--- config.mk ---
export PLATFORM = sky130hd
export DESIGN_NAME = eth_rx
export DESIGN_NICKNAME = d
export VERILOG_FILES = /design/src/rtl/eth_pkg.sv /design/src/rtl/eth_crc32.sv /design/src/rtl/eth_rx.sv
export SDC_FILE = /design/constraint.sdc
export NUM_CORES = 1
export LEC_CHECK = 0
export CORE_ASPECT_RATIO = 1.2
export CORE_MARGIN = 1
export CORE_UTILIZATION = 40
export CTS_BUF_LIST = sky130_fd_sc_hd__clkbuf_4 sky130_fd_sc_hd__clkbuf_8 sky130_fd_sc_hd__clkbuf_16
export CTS_CLUSTER_SIZE = 10
export DETAILED_ROUTE_END_ITERATION = 10
export GPL_TIMING_DRIVEN = 1
export PLACE_DENSITY = 0.7
export SYNTH_ARGS = -nofsm -noshare
export SYNTH_HDL_FRONTEND = slang
export SYNTH_SLANG_ARGS = --single-unit
--- constraint.sdc ---
create_clock -name clk -period 2.1 [get_ports clk]
set_input_delay 0.315 -clock clk [delete_from_list [all_inputs] [get_ports clk]]
set_output_delay 0.315 -clock clk [all_outputs]
set_load 0.02 [all_outputs]
--- src/rtl/eth_pkg.sv ---
// Shared 10BASE-T receive definitions: CRC-32 constants, framing limits, FSM states.
package eth_pkg;
   localparam logic [31:0] CRC_POLY    = 32'h04C1_1DB7;
   localparam logic [31:0] CRC_RESIDUE = 32'hC704_DD7B;
   localparam logic [31:0] CRC_INIT    = 32'hFFFF_FFFF;

   localparam logic [7:0]  SFD               = 8'hD5;
   localparam int          MIN_PREAMBLE_BITS = 8;

   localparam int          MIN_FRAME = 64;
   localparam int          MAX_FRAME = 1518;

   typedef enum logic [1:0] {
      ST_IDLE     = 2'd0,
      ST_PREAMBLE = 2'd1,
      ST_DATA     = 2'd2
   } rx_state_e;
endpackage

--- src/rtl/eth_crc32.sv ---
// Bit-serial Ethernet CRC-32, MSB-first register; bits fed in wire order.
module eth_crc32
   import eth_pkg::*;
(
   input  logic        clk,
   input  logic        rst,
   input  logic        init,
   input  logic        en,
   input  logic        bit_in,
   output logic [31:0] crc
);

   logic fb;
   assign fb = bit_in ^ crc[31];

   always_ff @(posedge clk) begin
      if (rst)
         crc <= '0;
      else if (init)
         crc <= CRC_INIT;
      else if (en)
         crc <= {crc[30:0], 1'b0} ^ ({32{fb}} & CRC_POLY);
   end

endmodule

--- src/rtl/eth_rx.sv ---
// 10BASE-T Manchester receiver: oversampled edge recovery, preamble/SFD hunt,
// byte assembly, FCS residue check and frame length/alignment checks.
module eth_rx
   import eth_pkg::*;
#(
   parameter int OVS = 8
) (
   input  logic        clk,
   input  logic        rst,
   input  logic        rx,
   output logic [7:0]  rx_data,
   output logic        rx_valid,
   output logic        rx_sof,
   output logic        rx_eof,
   output logic        rx_crc_ok,
   output logic        rx_err,
   output logic [10:0] rx_bytes
);

   localparam int             TW    = $clog2(3*OVS/2 + 1);
   localparam logic [TW-1:0]  T_ACC = TW'(3*OVS/4);
   localparam logic [TW-1:0]  T_TMO = TW'(3*OVS/2);

   rx_state_e     state;
   logic [2:0]    sync;
   logic [TW-1:0] timer;
   logic          prev_bit;
   logic [3:0]    alt_cnt;
   logic [6:0]    pre_sr;
   logic [6:0]    shreg;
   logic [2:0]    bit_cnt;
   logic [10:0]   byte_cnt;
   logic          first;
   logic [31:0]   crc;

   logic lvl, edge_det, timeout, take, sfd_ok, crc_en;

   // sync[1] is the synchronized level, sync[2] its previous value
   assign lvl      = sync[1];
   assign edge_det = sync[1] ^ sync[2];
   assign timeout  = (state != ST_IDLE) && (timer >= T_TMO);
   // A boundary edge arrives half a bit after the last mid-bit edge and is skipped.
   assign take     = edge_det && !timeout && ((state == ST_IDLE) || (timer >= T_ACC));
   assign sfd_ok   = take && (state == ST_PREAMBLE) && lvl && prev_bit &&
                     (alt_cnt >= 4'(MIN_PREAMBLE_BITS)) && ({lvl, pre_sr} == SFD);
   assign crc_en   = take && (state == ST_DATA);

   eth_crc32 u_crc (
      .clk    (clk),
      .rst    (rst),
      .init   (sfd_ok),
      .en     (crc_en),
      .bit_in (lvl),
      .crc    (crc)
   );

   always_ff @(posedge clk) begin
      if (rst) begin
         state     <= ST_IDLE;
         sync      <= '0;
         timer     <= '0;
         prev_bit  <= 1'b0;
         alt_cnt   <= '0;
         pre_sr    <= '0;
         shreg     <= '0;
         bit_cnt   <= '0;
         byte_cnt  <= '0;
         first     <= 1'b0;
         rx_data   <= '0;
         rx_valid  <= 1'b0;
         rx_sof    <= 1'b0;
         rx_eof    <= 1'b0;
         rx_crc_ok <= 1'b0;
         rx_err    <= 1'b0;
         rx_bytes  <= '0;
      end else begin
         sync     <= {sync[1:0], rx};
         rx_valid <= 1'b0;
         rx_sof   <= 1'b0;
         rx_eof   <= 1'b0;

         if (take)
            timer <= '0;
         else if (timer != '1)
            timer <= timer + 1'b1;

         case (state)
            ST_IDLE: begin
               if (take) begin
                  state    <= ST_PREAMBLE;
                  prev_bit <= lvl;
                  alt_cnt  <= 4'd1;
                  pre_sr   <= {lvl, 6'b0};
               end
            end

            ST_PREAMBLE: begin
               if (timeout) begin
                  state <= ST_IDLE;
               end else if (take) begin
                  prev_bit <= lvl;
                  pre_sr   <= {lvl, pre_sr[6:1]};
                  if (lvl != prev_bit) begin
                     if (alt_cnt != 4'hF)
                        alt_cnt <= alt_cnt + 1'b1;
                  end else if (sfd_ok) begin
                     state    <= ST_DATA;
                     bit_cnt  <= '0;
                     byte_cnt <= '0;
                     first    <= 1'b1;
                  end else begin
                     state <= ST_IDLE;
                  end
               end
            end

            ST_DATA: begin
               if (timeout) begin
                  // Loss of carrier closes the frame; a partial byte is dropped.
                  state     <= ST_IDLE;
                  rx_eof    <= 1'b1;
                  rx_crc_ok <= (crc == CRC_RESIDUE);
                  rx_err    <= (bit_cnt != 3'd0) ||
                               (byte_cnt < 11'(MIN_FRAME)) ||
                               (byte_cnt > 11'(MAX_FRAME));
                  rx_bytes  <= byte_cnt;
               end else if (take) begin
                  shreg   <= {lvl, shreg[6:1]};
                  bit_cnt <= bit_cnt + 1'b1;
                  if (bit_cnt == 3'd7) begin
                     rx_data  <= {lvl, shreg};
                     rx_valid <= 1'b1;
                     rx_sof   <= first;
                     first    <= 1'b0;
                     if (byte_cnt != 11'h7FF)
                        byte_cnt <= byte_cnt + 1'b1;
                  end
               end
            end

            default: state <= ST_IDLE;
         endcase
      end
   end

endmodule
; ---- After elaboration in Yosys (flattened, before gate mapping)
; Cells that the tools add are included.
[word_totals]
regBits = 99
wordCells = 138
[classes]
addsub = 4
n_lt_le_gt_ge = 5
eq_ne = 23
mux = 48
n_bitwise = 7
reduce_logical = 33
[op_table]
columns = cell, n
row1 = $mux W11, 8
row2 = $mux W32, 2
row3 = $eq A32 B32 Y1 const B, 1
row4 = $xor A32 B27 Y32, 1
row5 = $pmux W11 S2, 1
row6 = $mux W7, 3
row7 = $mux W4, 5
row8 = $mux W3, 6
row9 = $ne A2 B2 Y1 const B, 8
row10 = $pmux W7 S2, 1
row11 = $mux W2, 6
row12 = $reduce_and A4 Y1, 3
row13 = $add A11 B1 Y11 const B, 1
row14 = $gt A11 B11 Y1 const B, 1
row15 = $lt A11 B7 Y1 const B, 1
row16 = $mux W1, 11
row17 = $ne A11 B11 Y1 const B, 1
row18 = $logic_and A1 B1 Y1, 9
row19 = $reduce_and A9 Y1, 1
row20 = $add A4 B1 Y4 const B, 2
row21 = $eq A8 B8 Y1 const B, 1
row22 = $ge A4 B4 Y1 const B, 2
row23 = $ne A2 B1 Y1 const B, 4
row24 = $ne A4 B4 Y1 const B, 2
row25 = other kinds (26), 39

; ---- Depth between registers and ports, before layout
; Gate-level depths: netlist of run 1.
[logic_depth]
depth_word = 15
ltp_mapped = 8
ltp_nobuf = 6

; ---- By module
; From an unflattened synthesis of run 1, not the netlist that was laid out.
[unflattened]
hier_cells = 504
hier_area_um2 = 4609.4
[by_module_without_submodules]
columns = mod, n_inst, cells_per_inst, area_each_um2
row1 = eth_rx, 1, 343, 3059.2
row2 = eth_crc32, 1, 161, 1550.2

; ---- Worst setup path before layout of run 1
; Ideal clock, no wire load.
[synth_path]
kind = register -> register
start = register state[1]
end = register byte_cnt[7]
setup_ps = 70
arrival_time_ps = 1691
required_time_ps = 2030
slack_ps = 338
stages_incl_launch_ff = 8
n_path_buf = 2
period_less_slack_ps = 1762
cell_sequence = dfxtp_1 buf_6 nor4bb_1 and4b_1 a32oi_1 buf_2 or4_1 a21oi_1
[synth_via]
elab_chain_len = 12
[synth_lines]
columns = element, line_no
row1 = start: declaration, eth_rx.sv:24  ; rx_state_e state;
row2 = start signal: assignment, eth_rx.sv:59  ; state <= ST_IDLE;
row3 = start signal: assignment, eth_rx.sv:90  ; state <= ST_PREAMBLE;
row4 = start signal: assignment, eth_rx.sv:99  ; state <= ST_IDLE;
row5 = $reduce_bool A2 Y1, eth_rx.sv:41  ; assign timeout = (state != ST_IDLE) && (timer >= T_TMO);
row6 = $logic_and A1 B1 Y1, eth_rx.sv:41
row7 = $logic_not A1 Y1, eth_rx.sv:43  ; assign take = edge_det && !timeout && ((state == ST_IDLE) || (timer >= T_ACC));
row8 = $logic_and A1 B1 Y1 (2 in series), eth_rx.sv:43
row9 = $logic_and A1 B1 Y1 (4 in series), eth_rx.sv:44  ; assign sfd_ok = take && (state == ST_PREAMBLE) && lvl && prev_bit &&
row10 = $logic_and A1 B1 Y1, eth_rx.sv:45  ; (alt_cnt >= 4'(MIN_PREAMBLE_BITS)) && ({lvl, pre_sr} == SFD);
row11 = $ne A2 B2 Y1 (no line), -
row12 = $reduce_and A9 Y1 (no line), -
row13 = end signal: assignment, eth_rx.sv:136  ; byte_cnt <= byte_cnt + 1'b1;
row14 = end: declaration, eth_rx.sv:32  ; logic [10:0] byte_cnt;
; Several ways; a longest one is shown, not always the timed one.
; A chain may end at the register's enable or synchronous reset.

; ---- Final worst setup path of run 1
[layout_path]
start = register state[1]
end = register byte_cnt[6]
; Same word-level chain as after synthesis.

==> metrics.cfg, run 1 <==
[timing]
fin_crit_ns = 1.961
drv_slew = 0
max_slew_margin_pct = 71.71
fmax_mhz = 509.8
tightest_slew_ns = 0.4233
fin_skew_ns = 0.008534
setup_tns_ns = 0
setup_viol = 0
final.period_utilization_pct = 93.40
hold_viol = 0
rsz0062_at_grt = false

[synthesis]
syn-mean-instance-area_um2 = 8.420
synthFlopType = dfxtp_1
synth_fa_ha_area_share_pct = 2.097
ys_seq_area_share_pct = 47.45
synth_xor_area_share_pct = 4.164
synth_edf_count = 0
syn-instance-count = 496
synthMuxAreaShare_pct = 0.2397
yosysWarningCount = 0
synth_area_mm2 = 0.004177
synth_compound_area_share_pct = 17.74
synth_cell_types = 50
synthArstFlopShare_pct = 0
syn_nets = 506
synth_top_family_by_area = simple AND/OR/NAND/NOR gates
ys_ff_latch = 99
yosys.area_share.simple_pct = 23.61

[hold_path]
hp-class = in2reg

[pwr]
power.internal_mw = 3.029
p_comb_share_pct = 3.5
p_seq_share_pct = 49.4
switchingPower_mw = 0.8242
ir_drop_uv = 337.9
p_per_area_mw_per_mm2 = 783.5
p_leak_nw = 1.680
sw_frac_of_total_pct = 21.39
power_mw = 3.853
pwr-share-clk_pct = 47.1

[worst_setup_path]
critPathTopFamily = simple AND/OR/NAND/NOR gates
crit_arrival_ns = 2.24
end_kind = flip-flop
cp_slowest_cell = or4_1
crit_type = reg2reg
path_buf_inv = 1
cp_max_fo = 21
path_cells = o211ai_1 > and4b_1 > a32oi_1 > buf_4 > or4_1 > a21oi_1
cp.required_ns = 2.38
worstSetupStartpointType = flip-flop
slowest_delay_ns = 0.47

[detailed_routing]
wl_met1_mm = 3.977
top_layer = met4
drc_errors = 0
drt.antenna.violating_nets = 0
drt_iter0_drc = 184
first_pass_iters = 4
met2_length_mm = 4.372
route.vias.total = 3519
wirelength_mm = 8.817
met3_length_um = 236
viasPerCell = 5.447
post_drt_wl_per_cell_um = 13.65

[floorplan]
die_h_um = 113.9
ios = 27
core_mm2 = 0.01006
start_util_pct = 41.52
die_area_mm2 = 0.01086
num_rows = 40
die_w_um = 95.28

[clocking]
clk_latency_ns = 0.35
cts_buffers = 9
holdBufCountCts = 0
cts_tree = done
clk_path_buf_depth = 2
clockRootBuffer = clkbuf_16
postCtsSetupBuffers = 0
clock-sinks = 99
ctsHtreeMaxLevel = 3
post_cts_resized = 0
clk_pin_slew_ns = 0.07

[layout]
final_cell_mix = dfxtp_1, nand2_1, a21oi_1
fin_nets = 525
num_antenna_cells = 0
final_common_cell = dfxtp_1
syn2layout_area_growth_pct = 17.74
drive_gt1_share_pct = 8.077

[global_route]
grt-ovfl-total = 0
grt_pass1_vias = 3200
antenna_found_initial = 0
grt_pass1_wl_mm = 14.64
grt_max_degree = 82
grtUsageTotal_pct = 17.02

[flow_run]
drv_cap = 0

[placed_design]
port_buffers = 26
dpl.hpwl_mm = 5.851
routabilityCongestion = 0.8206

[outcome]
status = finished, final reports clean

[metrics by stage]
step	cell area [µm²]	util (%)	hold WS [ns]	std cells	setup WS, ns
6_report	4917	48.88	0.3595	646	0.1386
5_1_grt	4917	48.88	0.3776	646	0.02047
4_1_cts	4916	48.87	0.3717	646	0.1441
3_5_place_dp	4583	45.56	0.4475	630	0.1617
3_3_place_gp	4583	45.56	0.4424	630	0.2257
2_1_floorplan	4177	-	0.4138	496	0.3383
[final cells by class]
cell class / count / area, µm²
repair buffers: 44 / 415.4
well taps: 126 / 157.7
inverters: 8 / 30.03
fillers: 934 / 5142
multi-input cells: 353 / 1998
clock buffers: 10 / 239.0
clock inverters: 6 / 93.84
flip-flops and latches: 99 / 1983
[routing by layer]
layer  vias to the layer above  GRT usage [%]
met2                        74          28.38
li1                       1780              -
met5                         -              0
met3                        16          3.200
met1                      1649          20.84
met4                         0          8.081
[Yosys cell counts (all sizes together), types with 8 or more instances]
| library cell | instances | share of area, % |
|---|---|---|
| a21oi | 57 | 6.9 |
| a31oi | 13 | 1.9 |
| and3 | 8 | 1.2 |
| buf | 15 | 2.1 |
| clkbuf | 21 | 1.9 |
| dfxtp | 99 | 47 |
| inv | 8 | 0.72 |
| nand2 | 90 | 8.1 |
| nand3 | 19 | 2.3 |
| nor2 | 38 | 3.4 |
| o21ai | 12 | 1.4 |
| o22ai | 18 | 2.7 |
| or4 | 9 | 1.6 |
| xnor2 | 15 | 3.3 |
[cell families (layout without fill, tap and decap cells)]
group	after synthesis	count (layout)
xor+xnor	19	19
flops	99	99
compound gates	121	121
mux	1	1
buf+inv	44	68
simple gates	205	205
fa+ha+maj	7	7
[state kept, by name, indices dropped and copies added, names as in the netlist]
register	flops
first	1
rx_data	8
rx_err	1
alt_cnt	4
rx_crc_ok	1
sync	3
state	2
timer	4
bit_cnt	3
byte_cnt	11
u_crc.crc	32
prev_bit	1
pre_sr	7
rx_bytes	11
rx_eof	1
rx_valid	1
rx_sof	1
shreg	7
[power by group through the flow]
stage	Clock (mW)	Sequential (mW)	Combinational, mW
2_1_floorplan	0	1.94	0.106
3_3_place_gp	0	1.95	0.132
3_5_place_dp	0	1.95	0.135
4_1_cts	1.84	1.90	0.136
5_1_grt	1.91	1.91	0.149
6_report	1.81	1.90	0.136
[tightest hold or removal path, delay by kind of cell]
kind | cells | cell delay [ns]
AOI/OAI and AO/OA | 1 | 0.03
buffers and inverters | 2 | 0.24
and+or+nand+nor | 1 | 0.08
[path summary, 6_finish.rpt]
check / from / to / slack [ns] / depth (start not counted)
min reg2reg: rx_bytes[1] / rx_bytes[1] / 0.46 / 2
min: rst / first / 0.36 / 4
max reg2reg: state[1] / byte_cnt[6] / 0.14 / 6
max: state[1] / byte_cnt[6] / 0.14 / 6
(Power assumes the default switching activity.)
==> run 2: changes to the inputs <==
==> constraint.sdc (replaced) <==
create_clock -name clk -period 2.17 [get_ports clk]
set_input_delay 0.3255 -clock clk [delete_from_list [all_inputs] [get_ports clk]]
set_output_delay 0.3255 -clock clk [all_outputs]
set_load 0.02 [all_outputs]
==> run 2 against run 1 <==
  * Die area stayed put
  * Total power is 3.3% lower
  * Wire length is 0.16% higher
  * Fmax is 3.7% lower
  * Worst hold slack worse by 0.033 ns
  * Flip-flop and latch count stayed put
  * Cell area is 0.23% lower
  * Register-to-register slack hardly changed
==> metrics.cfg, run 2 (synthesized netlist as in run 1, its figures left out) <==
[timing]
tightest_slew_ns = 0.3989  ; -0.02447 ns
final.period_utilization_pct = 93.81  ; +0.42 points
rsz0062_at_grt = false
setup_viol = 0  ; unchanged
hold_viol = 0  ; unchanged
setup_tns_ns = 0  ; unchanged
max_slew_margin_pct = 73.34  ; +1.6 points
drv_slew = 0  ; unchanged
fmax_mhz = 491.2  ; -3.7%
fin_crit_ns = 2.036  ; +0.07441 ns
fin_skew_ns = 0.008725  ; +0.0001910 ns

[floorplan]
die_h_um = 113.9  ; unchanged
ios = 27  ; unchanged
num_rows = 40  ; unchanged
die_w_um = 95.28  ; unchanged
core_mm2 = 0.01006  ; unchanged
start_util_pct = 41.52  ; unchanged
die_area_mm2 = 0.01086  ; unchanged

[detailed_routing]
viasPerCell = 5.463  ; +0.28%
drt_iter0_drc = 146  ; -21%
drt.antenna.violating_nets = 0  ; unchanged
drc_errors = 0  ; unchanged
route.vias.total = 3518  ; -0.028%
first_pass_iters = 4  ; unchanged
wirelength_mm = 8.831  ; +0.16%
post_drt_wl_per_cell_um = 13.71  ; +0.47%

[worst_setup_path]
crit_arrival_ns = 2.32  ; +0.08 ns
worstSetupStartpointType = flip-flop
crit_type = reg2reg
end_kind = flip-flop
path_buf_inv = 1  ; unchanged
cp_slowest_cell = or4_1
cp.required_ns = 2.46  ; +0.08 ns
path_cells = nor4bb_2 > and4b_1 > a32oi_1 > buf_4 > or4_1 > a21oi_1
cp_max_fo = 21  ; unchanged
slowest_delay_ns = 0.49  ; +0.02 ns
critPathTopFamily = simple AND/OR/NAND/NOR gates

[placed_design]
dpl_cell_area_mm2 = 0.004568  ; -0.33%
port_buffers = 26  ; unchanged
routabilityCongestion = 0.7890  ; -3.9%
dp.cells = 628  ; -0.32%
dpl.hpwl_mm = 5.918  ; +1.2%

[pwr]
p_leak_nw = 1.671  ; -0.49%
power_mw = 3.725  ; -3.3%
p_per_area_mw_per_mm2 = 759.2  ; -3.1%
ir_drop_uv = 294.9  ; -13%

[layout]
final_cells = 644  ; -0.31%
final_core_util_pct = 48.77  ; -0.11 points
num_antenna_cells = 0  ; unchanged
regMostFlops = u_crc.crc
final_common_cell = dfxtp_1
largest_reg_flops = 32  ; unchanged
fin_nets = 523  ; -0.38%
final_cell_mix = dfxtp_1, nand2_1, a21oi_1
drive_gt1_share_pct = 7.915  ; -0.16 points
syn2layout_area_growth_pct = 17.47
fin_area_mm2 = 0.004906  ; -0.23%
reg_top3 = u_crc.crc x32, byte_cnt x11, rx_bytes x11

[clocking]
clock-sinks = 99  ; unchanged
cts_buffers = 9  ; unchanged
post_cts_resized = 0  ; unchanged
cts_tree = done
ctsHtreeMaxLevel = 3  ; unchanged
holdBufCountCts = 0  ; unchanged
clk_path_buf_depth = 2  ; unchanged
clockRootBuffer = clkbuf_16
clk_latency_ns = 0.35  ; about the same
clk_pin_slew_ns = 0.07  ; about the same
postCtsSetupBuffers = 0  ; unchanged

[flow_run]
drv_cap = 0  ; unchanged

[global_route]
grt_max_degree = 70  ; -15%
grt-ovfl-total = 0  ; unchanged
grt_pass1_wl_mm = 14.92  ; +1.9%
grtUsageTotal_pct = 17.56  ; +0.54 points
grt_pass1_vias = 3264  ; +2.0%
antenna_found_initial = 0  ; unchanged

[outcome]
status = finished, final reports clean

[hold_path]
hp-class = in2reg

-- run 2: per-layer routing --
layer	part of all wire [%]	routed length [µm]	vias up	track usage, %
met3	3.5	305	14	4.000
met4	2.1	188	0	8.586
met2	50	4394	61	29.00
met1	45	3943	1667	21.21
li1	-	-	1776	-
met5	0	0	-	0
-- run 2: cell type report --
class	instances	area [µm²]
sequential	99	1983
inverter	8	30.03
timing repair buffer	42	400.4
clock inverter	7	105.1
fill	969	5154
tap	126	157.7
clock buffer	9	225.2
multi-input combinational	353	2004
-- run 2: final timing paths --
check / slack, ns / endpoint / cells past startpoint / from
setup / recovery: 0.13 / byte_cnt[7] / 6 / pre_sr[4]
hold reg to reg: 0.45 / rx_bytes[2] / 2 / rx_bytes[2]
hold / removal: 0.33 / pre_sr[2] / 2 / rst
setup reg to reg: 0.13 / byte_cnt[7] / 6 / pre_sr[4]
-- run 2: where the power goes --
group / total (mW) / internal (mW) / switching, mW
registers: 1.84 / 1.83 / 0.0164
logic: 0.127 / 0.0465 / 0.0808
clock network: 1.75 / 1.03 / 0.724
total: 3.72 / 2.90 / 0.821
-- run 2: per-stage QoR --
stage	hold slack, ns	worst slack, ns
2_1_floorplan	0.4138	0.4083
3_3_place_gp	0.4408	0.2017
3_5_place_dp	0.4433	0.1119
4_1_cts	0.3258	0.09687
5_1_grt	0.3413	0.04303
6_report	0.3266	0.1342
==> run 3: changes to the inputs <==
--- a/config.mk
+++ b/config.mk
@@ -11,8 +11,9 @@
 export CTS_BUF_LIST = sky130_fd_sc_hd__clkbuf_4 sky130_fd_sc_hd__clkbuf_8 sky130_fd_sc_hd__clkbuf_16
 export CTS_CLUSTER_SIZE = 10
 export DETAILED_ROUTE_END_ITERATION = 10
+export DONT_BUFFER_PORTS = 1
 export GPL_TIMING_DRIVEN = 1
-export PLACE_DENSITY = 0.7
+export PLACE_DENSITY = 0.66
 export SYNTH_ARGS = -nofsm -noshare
 export SYNTH_HDL_FRONTEND = slang
 export SYNTH_SLANG_ARGS = --single-unit
==> run 3 against run 2 <==
  * Cell area fell by 6.5%
  * Via count down 4.3%
  * Clock power fell by 15%
  * Register-to-register slack gained 0.06 ns
  * Largest cell class unchanged
  * Highest routed layer unchanged
==> metrics.cfg, run 3 (synthesized netlist as in run 1, its figures left out) <==
[outcome]
status = finished, final reports clean

[timing]
setup_viol = 0  ; unchanged
max_slew_margin_pct = 73.71  ; +0.36 points
fin_skew_ns = 0.008297  ; -0.0004272 ns
rsz0062_at_grt = false
fin_crit_ns = 1.977  ; -0.05884 ns
setup_tns_ns = 0  ; unchanged
hold_viol = 0  ; unchanged
tightest_slew_ns = 0.3935  ; -0.005406 ns
fmax_mhz = 505.8  ; +3.0%
drv_slew = 0  ; unchanged
final.period_utilization_pct = 91.10  ; -2.7 points

[clocking]
cts_tree = done
post_cts_resized = 0  ; unchanged
clk_latency_ns = 0.35  ; about the same
holdBufCountCts = 0  ; unchanged
clockRootBuffer = clkbuf_16
ctsHtreeMaxLevel = 3  ; unchanged
cts_buffers = 9  ; unchanged
postCtsSetupBuffers = 0  ; unchanged
clk_pin_slew_ns = 0.07  ; about the same
clk_path_buf_depth = 2  ; unchanged
clock-sinks = 99  ; unchanged

[layout]
drive_gt1_share_pct = 8.114  ; +0.20 points
num_antenna_cells = 0  ; unchanged
final_cell_mix = dfxtp_1, nand2_1, a21oi_1
regMostFlops = u_crc.crc
final_cells = 619  ; -3.9%
seq_area_mm2 = 0.001983  ; unchanged
reg_top3 = u_crc.crc x32, byte_cnt x11, rx_bytes x11
final_common_cell = dfxtp_1
largest_reg_flops = 32  ; unchanged
syn2layout_area_growth_pct = 9.796
fin_nets = 498  ; -4.8%
fin_area_mm2 = 0.004586  ; -6.5%
nFillCells = 962  ; -0.72%
multi_input_area_mm2 = 0.001998  ; -0.31%

[pwr]
power_mw = 3.427  ; -8.0%
p_leak_nw = 1.561  ; -6.6%
ir_drop_uv = 334.2  ; +13%
p_per_area_mw_per_mm2 = 747.3  ; -1.6%

[hold_path]
hp-class = in2reg
hold_start = rst

[floorplan]
ios = 27  ; unchanged
die_w_um = 95.28  ; unchanged
num_rows = 40  ; unchanged
start_util_pct = 41.52  ; unchanged
die_area_mm2 = 0.01086  ; unchanged
die_h_um = 113.9  ; unchanged
core_mm2 = 0.01006  ; unchanged

[worst_setup_path]
worstSetupStartpointType = flip-flop
path_cells = nor4bb_1 > and4b_1 > a32oi_1 > buf_4 > or4_1 > a21oi_1
crit_type = reg2reg
r2r-start = state[0]
cp.required_ns = 2.45  ; about the same
crit_arrival_ns = 2.26  ; -0.06 ns
critPathLaunch = state[0]
slowest_delay_ns = 0.48  ; about the same
cp_slowest_cell = or4_1
cp_max_fo = 21  ; unchanged
end_kind = flip-flop

[global_route]
grt_pass1_vias = 3108  ; -4.8%
antenna_found_initial = 0  ; unchanged
grtUsageTotal_pct = 17.26  ; -0.29 points
grt-ovfl-total = 0  ; unchanged
grt_pass1_wl_mm = 14.69  ; -1.5%
grt_max_degree = 83  ; +19%

[detailed_routing]
drc_errors = 0  ; unchanged
drt_iter0_drc = 212  ; +45%
route.vias.total = 3365  ; -4.3%
drt.antenna.violating_nets = 0  ; unchanged
viasPerCell = 5.436  ; -0.49%
first_pass_iters = 4  ; unchanged
post_drt_wl_per_cell_um = 13.92  ; +1.5%
wirelength_mm = 8.618  ; -2.4%

[placed_design]
dpl.hpwl_mm = 5.711  ; -3.5%
dp.cells = 603  ; -4.0%
port_buffers = 0  ; -100%
dpl_cell_area_mm2 = 0.004308  ; -5.7%
routabilityCongestion = 0.8196  ; +3.9%

[flow_run]
drv_cap = 0  ; unchanged

==> run 3: power by group <==
| group | switching, mW | internal [mW] | leakage [nW] |
|---|---|---|---|
| registers | 0.0161 | 1.83 | 0.799 |
| clock network | 0.675 | 0.809 | 0.141 |
| logic | 0.0567 | 0.0424 | 0.621 |
| total | 0.748 | 2.68 | 1.56 |
==> run 3: final cells by class <==
cell class	count	area share, %
inverters	8	0.6548
flip-flops and latches	99	43.25
repair buffers	17	3.056
well taps	126	3.438
multi-input cells	353	43.57
clock inverters	5	0.7913
clock buffers	11	5.239
==> run 3: routing by layer <==
metal  up-vias  wire length (µm)  share of wire, %  GRT usage (%)
met5         -                 0                 0              0
met4         0               148               1.7          7.778
li1       1726                 -                 -              -
met1      1563              3814                44          21.48
met3        10               347               4.0          4.333
met2        66              4308                50          27.81
==> run 3: worst paths after layout <==
check	endpoint	slack [ns]	cells after the start
worst max-delay path	byte_cnt[8]	0.19	6
worst min register to register	sync[1]	0.44	1
worst min-delay path	rx_eof	0.05	1
worst max register to register	byte_cnt[8]	0.19	6
==> run 3: per-stage QoR <==
| stage | hold WS (ns) | setup slack, ns | util [%] |
|---|---|---|---|
| after CTS | 0.03718 | 0.09465 | 45.57 |
| after floorplan | 0.4138 | 0.4083 | - |
| after global routing | 0.03671 | 0.04328 | 45.58 |
| after detailed placement | 0.4022 | 0.1252 | 42.82 |
| after global placement | 0.4025 | 0.2038 | 42.82 |
| final | 0.05284 | 0.1931 | 45.58 |
==> run 3: worst max-delay path: cells and delay by family (launching register included) <==
family,cells,cell delay (ns)
buf+inv,1,0.21
simple gates,3,1.05
compound gates,2,0.22
flops,1,0.43
